<file path="src/rtl/and_64_pkg.sv">
// Shared constants for the and_64 block.
// Optional popcount output is enabled with AND_64_POPCOUNT_EN.
package and_64_pkg;

    localparam int AND_W = 64;
    localparam int POP_W = 7;

    localparam logic [AND_W-1:0] ALL_ONES  = {AND_W{1'b1}};
    localparam logic [AND_W-1:0] ALL_ZEROS = {AND_W{1'b0}};

endpackage

</file>
<file path="src/rtl/and_64_popcount.sv">
// Combinational 64-bit population count.
// Built as a balanced pairwise adder tree, six levels deep.
module and_64_popcount
    import and_64_pkg::*;
(
    input  logic [AND_W-1:0] i_data,
    output logic [POP_W-1:0] o_count
);

    logic [POP_W-1:0] w_l1 [32];
    logic [POP_W-1:0] w_l2 [16];
    logic [POP_W-1:0] w_l3 [8];
    logic [POP_W-1:0] w_l4 [4];
    logic [POP_W-1:0] w_l5 [2];

    always_comb begin
        for (int i = 0; i < 32; i++) begin
            w_l1[i] = {6'd0, i_data[2*i]}
                    + {6'd0, i_data[2*i+1]};
        end
        for (int i = 0; i < 16; i++) begin
            w_l2[i] = w_l1[2*i] + w_l1[2*i+1];
        end
        for (int i = 0; i < 8; i++) begin
            w_l3[i] = w_l2[2*i] + w_l2[2*i+1];
        end
        for (int i = 0; i < 4; i++) begin
            w_l4[i] = w_l3[2*i] + w_l3[2*i+1];
        end
        for (int i = 0; i < 2; i++) begin
            w_l5[i] = w_l4[2*i] + w_l4[2*i+1];
        end
    end

    assign o_count = w_l5[0] + w_l5[1];

endmodule

</file>
<file path="src/rtl/and_64.sv">
// 64-bit AND with a registered result, zero/ones flags and valid.
// Define AND_64_POPCOUNT_EN to add the registered popcnt_q output.
module and_64
    import and_64_pkg::*;
#(
    parameter int WIDTH = AND_W
) (
    input  logic             clk,
    input  logic             rst_n,
    input  logic [WIDTH-1:0] a,
    input  logic [WIDTH-1:0] b,
    input  logic             in_valid,
    output logic [WIDTH-1:0] y,
    output logic [WIDTH-1:0] y_q,
    output logic             out_valid,
    output logic             zero_q,
`ifdef AND_64_POPCOUNT_EN
    output logic [POP_W-1:0] popcnt_q,
`endif
    output logic             ones_q
);

    logic [WIDTH-1:0] w_and;
    logic             w_zero;
    logic             w_ones;

    logic [WIDTH-1:0] r_y;
    logic             r_valid;
    logic             r_zero;
    logic             r_ones;

    assign w_and  = a & b;
    assign w_zero = (w_and == ALL_ZEROS);
    assign w_ones = (w_and == ALL_ONES);

    // Result and flags hold while in_valid is low; valid does not.
    always_ff @(posedge clk or negedge rst_n) begin
        if (!rst_n) begin
            r_y     <= ALL_ZEROS;
            r_zero  <= 1'b1;
            r_ones  <= 1'b0;
            r_valid <= 1'b0;
        end else begin
            r_valid <= in_valid;
            if (in_valid) begin
                r_y    <= w_and;
                r_zero <= w_zero;
                r_ones <= w_ones;
            end
        end
    end

`ifdef AND_64_POPCOUNT_EN
    logic [POP_W-1:0] w_pop;
    logic [POP_W-1:0] r_pop;

    and_64_popcount u_popcount (
        .i_data  (w_and),
        .o_count (w_pop)
    );

    always_ff @(posedge clk or negedge rst_n) begin
        if (!rst_n) begin
            r_pop <= '0;
        end else if (in_valid) begin
            r_pop <= w_pop;
        end
    end

    assign popcnt_q = r_pop;
`endif

    assign y         = w_and;
    assign y_q       = r_y;
    assign out_valid = r_valid;
    assign zero_q    = r_zero;
    assign ones_q    = r_ones;

endmodule

</file>
<file path="config.mk">
export PLATFORM = sky130hd
export DESIGN_NAME = and_64
export DESIGN_NICKNAME = d
export VERILOG_FILES = /design/src/rtl/and_64_pkg.sv /design/src/rtl/and_64_popcount.sv /design/src/rtl/and_64.sv
export SDC_FILE = /design/constraint.sdc
export NUM_CORES = 1
export LEC_CHECK = 0
export BUFFER_PORTS_ARGS = -buffer_cell sky130_fd_sc_hd__buf_4
export CAP_MARGIN = 10
export CORE_MARGIN = 3
export CORE_UTILIZATION = 30
export DETAILED_ROUTE_END_ITERATION = 10
export GPL_TIMING_DRIVEN = 0
export PLACE_DENSITY = 0.66
export SLEW_MARGIN = 20
export SYNTH_ARGS = -nofsm -noshare
export SYNTH_HDL_FRONTEND = slang
export SYNTH_SLANG_ARGS = --single-unit
</file>
<file path="constraint.sdc">
create_clock -name clk -period 0.8 [get_ports clk]
set_input_delay 0.08 -clock clk [delete_from_list [all_inputs] [get_ports clk]]
set_output_delay 0.08 -clock clk [all_outputs]
set_load 0.02 [all_outputs]
</file>
; Yosys cells after proc, flatten, opt, wreduce, memory -nomap -nowiden
; Index checks and enable logic that the tools add are counted.
; W data, S select, Z words.
[op_classes]
eq_ne = 1
bitwise_logic = 1
reduce_logical = 1
[ops]
columns = operator, n
row1 = $and A64 B64 Y64, 1
row2 = $eq A64 B64 Y1 const B, 1
row3 = $logic_not A64 Y1, 1
[totals]
reg_bits = 67
in_bits = 131
output_inout_bits = 131
wordCells = 7

; Longest topological paths before layout
; Gate-level depths: netlist (run 1).
[depth]
ltp_word = 2
ltp_mapped = 6
depth_no_buf = 6

; Worst setup path after synthesis (run 1)
; OpenSTA, ideal clock, no wires.
[synth_path]
path_kind = in2reg
start = input port a[39]
end = register r_zero (netlist: zero_q)
setup_ps = 75
arrival_time_ps = 1641
t_required_ps = 725
slack_ps = -916
path_stages = 5
path_buffers = 0
path_cell_list = and2_1 -> or4_1 -> or4_1 -> or4_1 -> o22ai_2
[synth_via]
elab_chain_cells = 2
[synth_rtl]
columns = element, line
row1 = start: declaration, and_64.sv:10  ; input logic [WIDTH-1:0] a,
row2 = $and A64 B64 Y64, and_64.sv:32  ; assign w_and = a & b;
row3 = $logic_not A64 Y1, and_64.sv:33  ; assign w_zero = (w_and == ALL_ZEROS);
row4 = end signal: assignment, and_64.sv:47  ; r_zero <= w_zero;
row5 = end: declaration, and_64.sv:29  ; logic r_zero;
; Every way passes these cells.
; A chain may end at the register's enable or synchronous reset.

; Worst setup path in the final report (run 1)
[layout_path]
start = input port a[41]
end = register r_zero (netlist: zero_q)
; Same word-level chain as after synthesis.

==> results_tabular.tex, run 1 <==
\begin{tabular}{lr}
\hline
Metric & Value \\
\hline
\multicolumn{2}{l}{\textbf{Run}} \\
\quad Number of max-capacitance violations reported & 0 \\
\multicolumn{2}{l}{\textbf{Drt}} \\
\quad Routed WL per cell & 17.8 um \\
\quad Iter 0 DRT Violations & between 90 and 100 \\
\quad Remaining number of nets flagged by the antenna check after routing & 0 \\
\quad Pre-Repair DR Iteration Count & 4 \\
\quad Via count of the routed design & roughly 3300 \\
\quad Final Routed Wirelength & around 12000 um \\
\quad Remaining design rule violation count & 0 \\
\quad Via count normalized by instance count & 4.77 \\
\multicolumn{2}{l}{\textbf{Yosys}} \\
\quad Most common flop cell mapped by yosys & sky130\_fd\_sc\_hd\_\_dfrtp\_1 \\
\quad Average size of a mapped cell & around 12 sq um \\
\quad YS warnings & 0 \\
\quad Count of state elements after synthesis & 67 \\
\quad Total standard cell area after synthesis & 3250 sq um \\
\quad Post-Synthesis Net Count & 406 \\
\quad Gate count after technology mapping & 275 \\
\quad Number of distinct library cell variants in the gate-level netlist after synthesis & 25 \\
\quad Sequential element share of the synthesized area & 0.516 \\
\quad Number of synthesized flops with an enable pin & 0 \\
\quad Ys async rst share & 1.00 \\
\multicolumn{2}{l}{\textbf{Global route}} \\
\quad Overall fraction of global-route tracks in use & 0.195 \\
\quad Met2 capacity usage during global routing & 0.367 \\
\quad Number of global-route vias before repair & roughly 3400 \\
\quad Maximum number of pins on one net before global-route repair & 68 \\
\quad Number of antenna violations at the first check in global routing & 0 \\
\quad Global-route wire length before repair & $\sim$18000 um \\
\quad Gr busiest metal & met2 \\
\quad Met3 demand-to-capacity share in global routing & 0.0507 \\
\quad Met1 track utilization from global routing & 0.215 \\
\quad Global route total overflow & 0 \\
\multicolumn{2}{l}{\textbf{Setup path}} \\
\quad Highest cell delay on the worst timing path & 510 ps \\
\quad Crit path cell chain & buf\_6 -> and2\_4 -> or4\_1 -> or4\_1 -> or4\_4 -> o22ai\_2 \\
\quad Endpoint required time on the critical path & around 1100 ps \\
\quad Reg2Reg Launch Point & y\_q[61] \\
\quad Internal reg-to-reg setup slack & -110 ps \\
\quad Type of element launching the critical path & input pin \\
\quad Cells on worst reg2reg path & 2 \\
\quad Buf+Inv Stages, Crit Path & 1 \\
\quad Master of the slowest instance on the critical path & sky130\_fd\_sc\_hd\_\_or4\_1 \\
\quad CP endpoint kind & flip-flop \\
\quad Critical path type & input pin to flip-flop \\
\quad Reg2reg end & y\_q[61] \\
\quad Most Frequent Cell on Critical Path & sky130\_fd\_sc\_hd\_\_or4\_1 \\
\quad Worst setup path start & a[41] \\
\quad Arrival time of data at the critical path endpoint & about 1800 ps \\
\quad Cell family with most CP delay & simple AND/OR/NAND/NOR gates \\
\quad Crit Path Max Fanout & 3 \\
\multicolumn{2}{l}{\textbf{Clocking}} \\
\quad Bufs on Longest Clock Path & 2 \\
\quad Clock-pin slew of the registers on the worst-case setup and hold paths & approximately 80 ps \\
\quad Worst-Skew Late Latency & 330 ps \\
\quad Clock tree from TritonCTS & built \\
\quad Cell at the root of the clock tree & sky130\_fd\_sc\_hd\_\_clkbuf\_8 \\
\quad Clk sink count & between 60 and 70 \\
\quad Post-CTS Hold Fix Bufs & 1 \\
\quad Number of levels the H-tree was split into & 3 \\
\quad Total clock buffers created by CTS & 9 \\
\multicolumn{2}{l}{\textbf{STA}} \\
\quad Final count of hold timing violations & 66 \\
\quad RSZ-0062 raised after global routing & true \\
\quad Worst hold margin & -171 ps \\
\quad PnR worst setup slack & -737 ps \\
\quad Setup skew after layout & 0 ps \\
\quad Tightest slew margin relative to the limit & 0.429 \\
\quad Final worst-path cycle share & 1.92 \\
\quad Count of endpoints failing setup in the final report & 80 \\
\quad Transition time at the pin with the least slew margin & approximately 860 ps \\
\quad Achievable clock frequency & between 600 and 700 MHz \\
\quad Crit path time final & about 1500 ps \\
\quad Pins over their slew limit & 0 \\
\multicolumn{2}{l}{\textbf{Floorplan}} \\
\quad Area inside the core boundary & between 10000 and 15000 sq um \\
\quad Horizontal die dimension & approximately 110 um \\
\quad Starting density of the core & 0.312 \\
\quad Top-level port count & around 260 \\
\quad Number of placement rows & 37 \\
\quad Floorplan die height & $\sim$110 um \\
\quad Die area & between 10000 and 15000 sq um \\
\multicolumn{2}{l}{\textbf{Min path}} \\
\quad Tightest Hold Check Type & input pin to asynchronous set/reset pin \\
\multicolumn{2}{l}{\textbf{Cells and area}} \\
\quad Proportion of layout cells with a drive suffix above 1 & 0.766 \\
\quad Final net count & 690 \\
\quad Final Instance Area & approximately 6200 sq um \\
\quad Area growth, synth to finish & 90.2\% \\
\quad Number of diodes & 0 \\
\quad Finished Core Util & 0.594 \\
\multicolumn{2}{l}{\textbf{Power}} \\
\quad Static Leakage & about 3.1 nW \\
\quad Net switching share of the total power & 0.308 \\
\quad Cell area power density & roughly 1500 nW/um\^{}2 \\
\quad Total Power & approximately 9.4 mW \\
\quad Net switching power & $\sim$2.9 mW \\
\quad Portion of total power attributed to sequential cells & 0.414 \\
\quad Combinational power share & 0.330 \\
\quad Internal power & 6.53 mW \\
\quad Worst supply voltage drop on vdd & 0.726 mV \\
\quad Clock network fraction of total power & 0.256 \\
\multicolumn{2}{l}{\textbf{Run status}} \\
\quad Status & finished with violations \\
\quad Violations in the final reports & negative hold slack, negative setup slack \\
\multicolumn{2}{l}{\textbf{Place}} \\
\quad Routability congestion estimate & a little over 0.8 \\
\quad Post-Place Worst Slack & -1150 ps \\
\quad Estimated wirelength of the detail-placed design & approximately 10000 um \\
\quad Cell Area, Placed & $\sim$5500 sq um \\
\quad Buffers added on ports & between 200 and 300 \\
\hline
\end{tabular}
[cell usage after synthesis, types with 2 or more instances]
| cell | count | area share |
|---|---|---|
| sky130_fd_sc_hd__a22oi_1 | 4 | 0.0092 |
| sky130_fd_sc_hd__and2_1 | 50 | 0.096 |
| sky130_fd_sc_hd__and2_4 | 2 | 0.0054 |
| sky130_fd_sc_hd__and4_1 | 7 | 0.019 |
| sky130_fd_sc_hd__buf_1 | 3 | 0.0035 |
| sky130_fd_sc_hd__clkbuf_1 | 4 | 0.0046 |
| sky130_fd_sc_hd__dfrtp_1 | 66 | 0.51 |
| sky130_fd_sc_hd__inv_1 | 15 | 0.017 |
| sky130_fd_sc_hd__mux2_1 | 6 | 0.021 |
| sky130_fd_sc_hd__mux2_2 | 57 | 0.20 |
| sky130_fd_sc_hd__nand2_1 | 12 | 0.014 |
| sky130_fd_sc_hd__nand3_1 | 2 | 0.0031 |
| sky130_fd_sc_hd__nand4_1 | 17 | 0.033 |
| sky130_fd_sc_hd__nor3_1 | 3 | 0.0046 |
| sky130_fd_sc_hd__nor4_1 | 7 | 0.013 |
| sky130_fd_sc_hd__or4_1 | 11 | 0.025 |
[stage by stage]
step	setup TNS [ps]	cells
final	-12330	700
after global routing	-15270	700
after CTS	-12860	696
after detailed placement	-22420	672
after global placement	-21080	672
after floorplan	-4700	275
[per-layer routing]
layer,up-vias,share of wire
li1,1557,-
met1,1643,0.37
met3,6,0.073
met2,136,0.55
met4,0,0.0052
met5,-,0
[power groups by stage]
| stage | Combinational, mW | Sequential [mW] | Clock (mW) |
|---|---|---|---|
| final | 3.12 | 3.91 | 2.42 |
| after detailed placement | 2.82 | 3.91 | 0 |
| after floorplan | 0.918 | 4.26 | 0 |
| after global placement | 2.79 | 3.90 | 0 |
| after CTS | 3.07 | 3.90 | 2.46 |
| after global routing | 3.31 | 3.95 | 2.65 |
[worst max path at each step]
| stage | cells past startpoint | end | slack (ps) |
|---|---|---|---|
| finish | 6 | zero_q | -740 |
| global route | 6 | zero_q | -760 |
| floorplan | 5 | zero_q | -890 |
| global placement | 6 | zero_q | -1130 |
| CTS | 6 | zero_q | -750 |
| detailed placement | 6 | zero_q | -1150 |
[layout by cell type, fill, tap and decap left out, types with 7 or more instances in the layout]
cell type / instances
sky130_fd_sc_hd__mux2_4: 9
sky130_fd_sc_hd__mux2_2: 54
sky130_fd_sc_hd__dfrtp_1: 33
sky130_fd_sc_hd__nand4_1: 17
sky130_fd_sc_hd__clkbuf_8: 10
sky130_fd_sc_hd__dfrtp_2: 33
sky130_fd_sc_hd__nand2_1: 12
sky130_fd_sc_hd__and2_1: 20
sky130_fd_sc_hd__and2_4: 31
sky130_fd_sc_hd__or4_1: 10
sky130_fd_sc_hd__inv_1: 14
sky130_fd_sc_hd__buf_6: 90
sky130_fd_sc_hd__buf_4: 184
sky130_fd_sc_hd__and4_1: 7
[cell families (layout without fill, tap and decap cells)]
kind of cell	Yosys count	after routing	share of synthesized area
AOI/OAI and AO/OA	7	7	0.0162
buffers and inverters	22	311	0.0254
DFF	67	67	0.516
muxes	63	63	0.218
and+or+nand+nor	116	116	0.224
[registers in the layout (all words and copies together), names as in the netlist]
name,flops
ones_q,1
out_valid,1
y_q,64
zero_q,1
[timing repair]
action,CTS,global route
gates cloned,0,0
gates resized for setup,79,25
hold endpoints to repair,67,66
buffers inserted,7,4
endpoints found under the setup margin,99,90
pin swaps,3,1
[final cells by class]
class                      count  area, sq um
buffer                         7         57.6
inverter                      15         56.3
tap                          136          170
multi-input combinational    186         1630
clock inverter                 5         30.0
fill                         886         4230
sequential                    67         1720
timing repair buffer         273         2390
clock buffer                  11          131
Power figures use the tool's default switching activity.
==> inputs of run 2 (changes only) <==
- CTS_BUF_LIST: unset -> sky130_fd_sc_hd__clkbuf_2 sky130_fd_sc_hd__clkbuf_4 sky130_fd_sc_hd__clkbuf_8
==> results_tabular.tex, run 2 (synthesized netlist as in run 1, its figures left out) <==
\begin{tabular}{lr}
\hline
Metric & Value \\
\hline
\multicolumn{2}{l}{\textbf{Run status}} \\
\quad Status & finished with violations \\
\quad Violations in the final reports & negative hold slack, negative setup slack \\
\multicolumn{2}{l}{\textbf{Floorplan}} \\
\quad Die area & 12100 sq um (unchanged) \\
\quad Horizontal die dimension & 110 um (unchanged) \\
\quad Starting density of the core & 0.312 (unchanged) \\
\quad Floorplan die height & 110 um (unchanged) \\
\quad Top-level port count & 262 (unchanged) \\
\quad Number of placement rows & 37 (unchanged) \\
\quad Area inside the core boundary & 10400 sq um (unchanged) \\
\multicolumn{2}{l}{\textbf{Power}} \\
\quad Worst supply voltage drop on vdd & 0.762 mV (+4.9\%) \\
\quad Net switching share of the total power & 0.305 (-0.00272) \\
\quad Net switching power & 2.90 mW (-0.24\%) \\
\quad Clock network fraction of total power & 0.261 (+0.005) \\
\quad Total Power & 9.50 mW (+0.65\%) \\
\quad Combinational power share & 0.328 (-0.002) \\
\quad Portion of total power attributed to sequential cells & 0.411 (-0.003) \\
\quad Static Leakage & 3.13 nW (+0.22\%) \\
\quad Internal power & 6.60 mW (+1.0\%) \\
\quad Cell area power density & 1540 nW/um\^{}2 (+0.53\%) \\
\multicolumn{2}{l}{\textbf{STA}} \\
\quad RSZ-0062 raised after global routing & true \\
\quad Tightest slew margin relative to the limit & 0.427 (-0.00168) \\
\quad Final count of hold timing violations & 66 (unchanged) \\
\quad Worst hold margin & -163 ps (+7.54 ps) \\
\quad Achievable clock frequency & 649 MHz (-0.35\%) \\
\quad Transition time at the pin with the least slew margin & 859 ps (+2.53 ps) \\
\quad Setup tns final & -12040 ps (+294 ps) \\
\quad Pins over their slew limit & 0 (unchanged) \\
\quad Final worst-path cycle share & 1.93 (+0.00667) \\
\quad Count of endpoints failing setup in the final report & 80 (unchanged) \\
\quad Crit path time final & 1540 ps (+5.33 ps) \\
\quad Setup skew after layout & 0 ps (unchanged) \\
\quad PnR worst setup slack & -742 ps (-5.33 ps) \\
\multicolumn{2}{l}{\textbf{Clocking}} \\
\quad Worst-Skew Late Latency & 330 ps (about the same) \\
\quad Clock tree from TritonCTS & built \\
\quad Clock-pin slew of the registers on the worst-case setup and hold paths & 80 ps (about the same) \\
\quad Number of levels the H-tree was split into & 3 (unchanged) \\
\quad Clk sink count & 67 (unchanged) \\
\quad Total clock buffers created by CTS & 9 (unchanged) \\
\quad Post-CTS Hold Fix Bufs & 1 (unchanged) \\
\quad Bufs on Longest Clock Path & 2 (unchanged) \\
\quad Cell at the root of the clock tree & sky130\_fd\_sc\_hd\_\_clkbuf\_8 \\
\multicolumn{2}{l}{\textbf{Cells and area}} \\
\quad Most frequent standard cell in the layout excluding fill and tap cells & sky130\_fd\_sc\_hd\_\_buf\_4 \\
\quad Final instance count without filler cells & 700 (unchanged) \\
\quad Commonest cells after routing, fill and taps aside & 184 x sky130\_fd\_sc\_hd\_\_buf\_4, 90 x sky130\_fd\_sc\_hd\_\_buf\_6, 54 x sky130\_fd\_sc\_hd\_\_mux2\_2 \\
\quad Area growth, synth to finish & 90.4\% \\
\quad Number of diodes & 0 (unchanged) \\
\quad Number of flip-flops in the largest register & 64 (unchanged) \\
\quad Finished Core Util & 0.594 (+0.000720) \\
\quad Final net count & 690 (unchanged) \\
\quad Proportion of layout cells with a drive suffix above 1 & 0.770 (+0.00355) \\
\quad Final Instance Area & 6190 sq um (+0.12\%) \\
\multicolumn{2}{l}{\textbf{Drt}} \\
\quad Pre-Repair DR Iteration Count & 4 (unchanged) \\
\quad Routed WL per cell & 17.8 um (about the same) \\
\quad Detailed route wirelength on metal2 & 6860 um (about the same) \\
\quad Remaining number of nets flagged by the antenna check after routing & 0 (unchanged) \\
\quad Iter 0 DRT Violations & 95 (+3.3\%) \\
\quad Total routed wire length on the met1 layer & 4660 um (+0.43\%) \\
\quad Final Routed Wirelength & 12500 um (about the same) \\
\quad Top sig layer & met4 \\
\quad Via count of the routed design & 3334 (-0.24\%) \\
\quad Met3 wire len & 891 um (-2.4\%) \\
\quad Via count normalized by instance count & 4.76 (-0.24\%) \\
\quad Remaining design rule violation count & 0 (unchanged) \\
\multicolumn{2}{l}{\textbf{Place}} \\
\quad Cell Area, Placed & 5540 sq um (unchanged) \\
\quad Buffers added on ports & 261 (unchanged) \\
\quad Post-Place Worst Slack & -1150 ps (unchanged) \\
\quad Routability congestion estimate & 0.815 (unchanged) \\
\quad \# placed instances & 672 (unchanged) \\
\quad Estimated wirelength of the detail-placed design & 10000 um (unchanged) \\
\multicolumn{2}{l}{\textbf{Setup path}} \\
\quad Critical path type & input pin to flip-flop \\
\quad Arrival time of data at the critical path endpoint & 1810 ps (about the same) \\
\quad Crit Path Max Fanout & 3 (unchanged) \\
\quad CP endpoint kind & flip-flop \\
\quad Endpoint required time on the critical path & 1070 ps (about the same) \\
\quad Type of element launching the critical path & input pin \\
\quad Cells on worst reg2reg path & 2 (unchanged) \\
\multicolumn{2}{l}{\textbf{Global route}} \\
\quad Global route total overflow & 0 (unchanged) \\
\quad Number of global-route vias before repair & 3441 (unchanged) \\
\quad Maximum number of pins on one net before global-route repair & 68 (unchanged) \\
\quad Global-route wire length before repair & 17700 um (unchanged) \\
\quad Number of antenna violations at the first check in global routing & 0 (unchanged) \\
\quad Overall fraction of global-route tracks in use & 0.195 (unchanged) \\
\multicolumn{2}{l}{\textbf{Min path}} \\
\quad Tightest Hold Check Type & input pin to asynchronous set/reset pin \\
\multicolumn{2}{l}{\textbf{Run}} \\
\quad Number of max-capacitance violations reported & 0 (unchanged) \\
\hline
\end{tabular}
## run 2: power groups by stage
stage / logic, mW / clock network (mW) / registers (mW)
after CTS: 3.07 / 2.53 / 3.90
after global placement: 2.79 / 0 / 3.90
after detailed placement: 2.82 / 0 / 3.91
after global routing: 3.31 / 2.72 / 3.95
after floorplan: 0.918 / 0 / 4.26
final: 3.12 / 2.48 / 3.91
## run 2: worst paths after layout
path,endpoint,slack (ps),start
max in group asynchronous,y_q[54],320,rst_n
min,y_q[42],-160,rst_n
max,zero_q,-740,a[41]
max reg2reg,y_q[61],-110,y_q[61]
min reg2reg,zero_q,500,zero_q
min in group clk,y_q[62],40,b[62]
## run 2: layout make-up
class / count / area (sq um)
fill: 884 / 4230
timing repair buffer: 273 / 2390
sequential: 67 / 1720
multi-input combinational: 186 / 1630
tap: 136 / 170
clock buffer: 11 / 139
buffer: 7 / 57.6
inverter: 15 / 56.3
clock inverter: 5 / 30.0
## run 2: what timing repair did
action,4_1_cts,5_1_grt
setup endpoints to repair,99,90
hold endpoints to repair,67,66
gates resized for setup,79,25
gates cloned,0,0
pin swaps,3,1
setup buffers,7,4
## run 2: metal layers
metal	vias up	GRT usage
met4	0	0.0536
met2	135	0.367
met1	1638	0.215
met5	-	0
li1	1556	-
met3	5	0.0507
## run 2: worst max-delay path, cell delays in order
cell	delay [ps]
sky130_fd_sc_hd__buf_6	90
sky130_fd_sc_hd__and2_4	150
sky130_fd_sc_hd__or4_1	510
sky130_fd_sc_hd__or4_1	420
sky130_fd_sc_hd__or4_4	450
sky130_fd_sc_hd__o22ai_2	100
==> inputs of run 3 (changes only) <==
- PLACE_DENSITY: 0.66 -> 0.63
- clock period: 0.8 -> 1.6 ns (I/O delays scaled with it)
==> results_tabular.tex, run 3 (synthesized netlist as in run 1, its figures left out) <==
\begin{tabular}{lr}
\hline
Metric & Value \\
\hline
\multicolumn{2}{l}{\textbf{Run status}} \\
\quad Status & finished with violations \\
\quad Violations in the final reports & negative setup slack \\
\multicolumn{2}{l}{\textbf{Drt}} \\
\quad Via count of the routed design & 3195 (-4.2\%) \\
\quad Via count normalized by instance count & 4.64 (-2.6\%) \\
\quad Remaining design rule violation count & 0 (unchanged) \\
\quad Iter 0 DRT Violations & 78 (-18\%) \\
\quad Pre-Repair DR Iteration Count & 4 (unchanged) \\
\quad Routed WL per cell & 17.2 um (-3.1\%) \\
\quad Final Routed Wirelength & 11900 um (-4.6\%) \\
\quad Remaining number of nets flagged by the antenna check after routing & 0 (unchanged) \\
\multicolumn{2}{l}{\textbf{Global route}} \\
\quad Number of global-route vias before repair & 3304 (-4.0\%) \\
\quad Overall fraction of global-route tracks in use & 0.188 (-0.00632) \\
\quad Maximum number of pins on one net before global-route repair & 68 (unchanged) \\
\quad Number of antenna violations at the first check in global routing & 0 (unchanged) \\
\quad Global-route wire length before repair & 17200 um (-2.8\%) \\
\quad Global route total overflow & 0 (unchanged) \\
\multicolumn{2}{l}{\textbf{Setup path}} \\
\quad Cells on worst reg2reg path & 1 (-1) \\
\quad Type of element launching the critical path & input pin \\
\quad Endpoint required time on the critical path & 1860 ps (+790 ps) \\
\quad Master of the slowest instance on the critical path & sky130\_fd\_sc\_hd\_\_or4\_1 \\
\quad Critical path type & input pin to flip-flop \\
\quad Crit path cell chain & buf\_4 -> and2\_4 -> or4\_1 -> or4\_1 -> or4\_4 -> o22ai\_2 \\
\quad Highest cell delay on the worst timing path & 500 ps (about the same) \\
\quad Arrival time of data at the critical path endpoint & 1890 ps (+80 ps) \\
\quad CP endpoint kind & flip-flop \\
\quad Crit Path Max Fanout & 3 (unchanged) \\
\quad Most Frequent Cell on Critical Path & sky130\_fd\_sc\_hd\_\_or4\_1 \\
\multicolumn{2}{l}{\textbf{Place}} \\
\quad Buffers added on ports & 261 (unchanged) \\
\quad Estimated wirelength of the detail-placed design & 9830 um (-2.0\%) \\
\quad Routability congestion estimate & 0.776 (-4.8\%) \\
\quad Cell Area, Placed & 5380 sq um (-2.9\%) \\
\quad Post-Place Worst Slack & -401 ps (+753 ps) \\
\multicolumn{2}{l}{\textbf{Cells and area}} \\
\quad Most frequent standard cell in the layout excluding fill and tap cells & sky130\_fd\_sc\_hd\_\_buf\_4 \\
\quad Number of diodes & 0 (unchanged) \\
\quad Final Instance Area & 5590 sq um (-9.7\%) \\
\quad Final net count & 680 (-1.4\%) \\
\quad Proportion of layout cells with a drive suffix above 1 & 0.617 (-0.153) \\
\quad Commonest cells after routing, fill and taps aside & 261 x sky130\_fd\_sc\_hd\_\_buf\_4, 66 x sky130\_fd\_sc\_hd\_\_dfrtp\_1, 57 x sky130\_fd\_sc\_hd\_\_mux2\_2 \\
\quad Number of fillers in the final layout & 964 (+9.0\%) \\
\quad Number of flip-flops in the largest register & 64 (unchanged) \\
\quad Area growth, synth to finish & 71.9\% \\
\multicolumn{2}{l}{\textbf{Power}} \\
\quad Combinational power share & 0.295 (-0.033) \\
\quad Cell area power density & 812 nW/um\^{}2 (-47\%) \\
\quad Net switching power & 1.34 mW (-54\%) \\
\quad Net switching share of the total power & 0.295 (-0.0106) \\
\quad Portion of total power attributed to sequential cells & 0.420 (+0.009) \\
\quad Static Leakage & 2.94 nW (-6.1\%) \\
\quad Clock network fraction of total power & 0.284 (+0.023) \\
\quad Internal power & 3.20 mW (-52\%) \\
\quad Worst supply voltage drop on vdd & 0.405 mV (-47\%) \\
\multicolumn{2}{l}{\textbf{STA}} \\
\quad Transition time at the pin with the least slew margin & 857 ps (-1.73 ps) \\
\quad Final count of hold timing violations & 0 (-100\%) \\
\quad PnR worst setup slack & -33.0 ps (+709 ps) \\
\quad Setup tns final & -33.0 ps (+12000 ps) \\
\quad Count of endpoints failing setup in the final report & 1 (-99\%) \\
\quad Achievable clock frequency & around 610 MHz \\
\quad Pins over their slew limit & 0 (unchanged) \\
\quad RSZ-0062 raised after global routing & true \\
\quad Setup skew after layout & 0 ps (unchanged) \\
\quad Final worst-path cycle share & 1.02 \\
\quad Tightest slew margin relative to the limit & 0.429 (+0.00115) \\
\quad Crit path time final & around 1600 ps \\
\multicolumn{2}{l}{\textbf{Clocking}} \\
\quad Bufs on Longest Clock Path & 2 (unchanged) \\
\quad Clock tree from TritonCTS & built \\
\quad Clock-pin slew of the registers on the worst-case setup and hold paths & 70 ps (about the same) \\
\quad Number of levels the H-tree was split into & 3 (unchanged) \\
\quad Clk sink count & 67 (unchanged) \\
\quad Worst-Skew Late Latency & 330 ps (about the same) \\
\quad Cell at the root of the clock tree & sky130\_fd\_sc\_hd\_\_clkbuf\_8 \\
\quad Total clock buffers created by CTS & 9 (unchanged) \\
\multicolumn{2}{l}{\textbf{Min path}} \\
\quad Tightest Hold Check Type & input pin to flip-flop \\
\quad Hold path cells & 3 \\
\multicolumn{2}{l}{\textbf{Floorplan}} \\
\quad Starting density of the core & 0.312 (unchanged) \\
\quad Area inside the core boundary & 10400 sq um (unchanged) \\
\quad Die area & 12100 sq um (unchanged) \\
\quad Number of placement rows & 37 (unchanged) \\
\quad Horizontal die dimension & 110 um (unchanged) \\
\quad Top-level port count & 262 (unchanged) \\
\quad Floorplan die height & 110 um (unchanged) \\
\multicolumn{2}{l}{\textbf{Run}} \\
\quad Number of max-capacitance violations reported & 0 (unchanged) \\
\hline
\end{tabular}
run 3: area by class of cell:
cell class / instances / area [sq um] / area share
repair buffers: 263 / 1980 / 0.354
multi-input cells: 186 / 1500 / 0.268
well taps: 136 / 170 / 0.0304
plain buffers: 7 / 26.3 / 0.00470
inverters: 15 / 56.3 / 0.0101
flip-flops and latches: 67 / 1680 / 0.300
clock inverters: 2 / 10.0 / 0.00179
clock buffers: 13 / 173 / 0.0309
run 3: routing by layer:
layer,part of all wire,vias up,global-route usage
met1,0.40,1502,0.224
met3,0.071,12,0.0431
met2,0.52,143,0.340
met5,0,-,0
li1,-,1538,-
met4,0.013,0,0.0545
run 3: timing repair:
item	4_1_cts	5_1_grt
setup endpoints to repair	1	1
buffers inserted	0	0
resized for setup	1	0
pin swaps	0	0
hold buffers	2	0
endpoints found under the hold margin	67	0
run 3: path summary, 6_finish.rpt:
check                             start      end  slack [ps]
min in group asynchronous         rst_n  y_q[33]         460
worst max-delay path              a[41]   zero_q         -30
max in group asynchronous         rst_n  y_q[15]         550
worst min register to register   zero_q   zero_q         490
worst max register to register  y_q[60]  y_q[60]         830
worst min-delay path              b[62]  y_q[62]         120
run 3: metrics by stage:
stage	cells	power, mW	utilization	hold slack, ps
after floorplan	275	2.53	-	-136
after global placement	672	3.27	0.517	325
after detailed placement	672	3.29	0.517	334
after CTS	689	4.61	0.537	110
after global routing	689	4.79	0.537	115
final	689	4.54	0.537	117
run 3: worst max-delay path: cells and delay by family:
kind / cells / cell delay [ps]
AND/OR/NAND/NOR: 4 / 1520
buffers and inverters: 1 / 110
AO/OA/AOI/OAI: 1 / 100
run 3: power by group through the flow:
stage / clock, mW / sequential [mW] / combinational [mW]
after global placement: 0 / 1.93 / 1.34
after CTS: 1.34 / 1.91 / 1.36
after detailed placement: 0 / 1.94 / 1.35
after floorplan: 0 / 2.12 / 0.409
after global routing: 1.42 / 1.93 / 1.44
final: 1.29 / 1.91 / 1.34
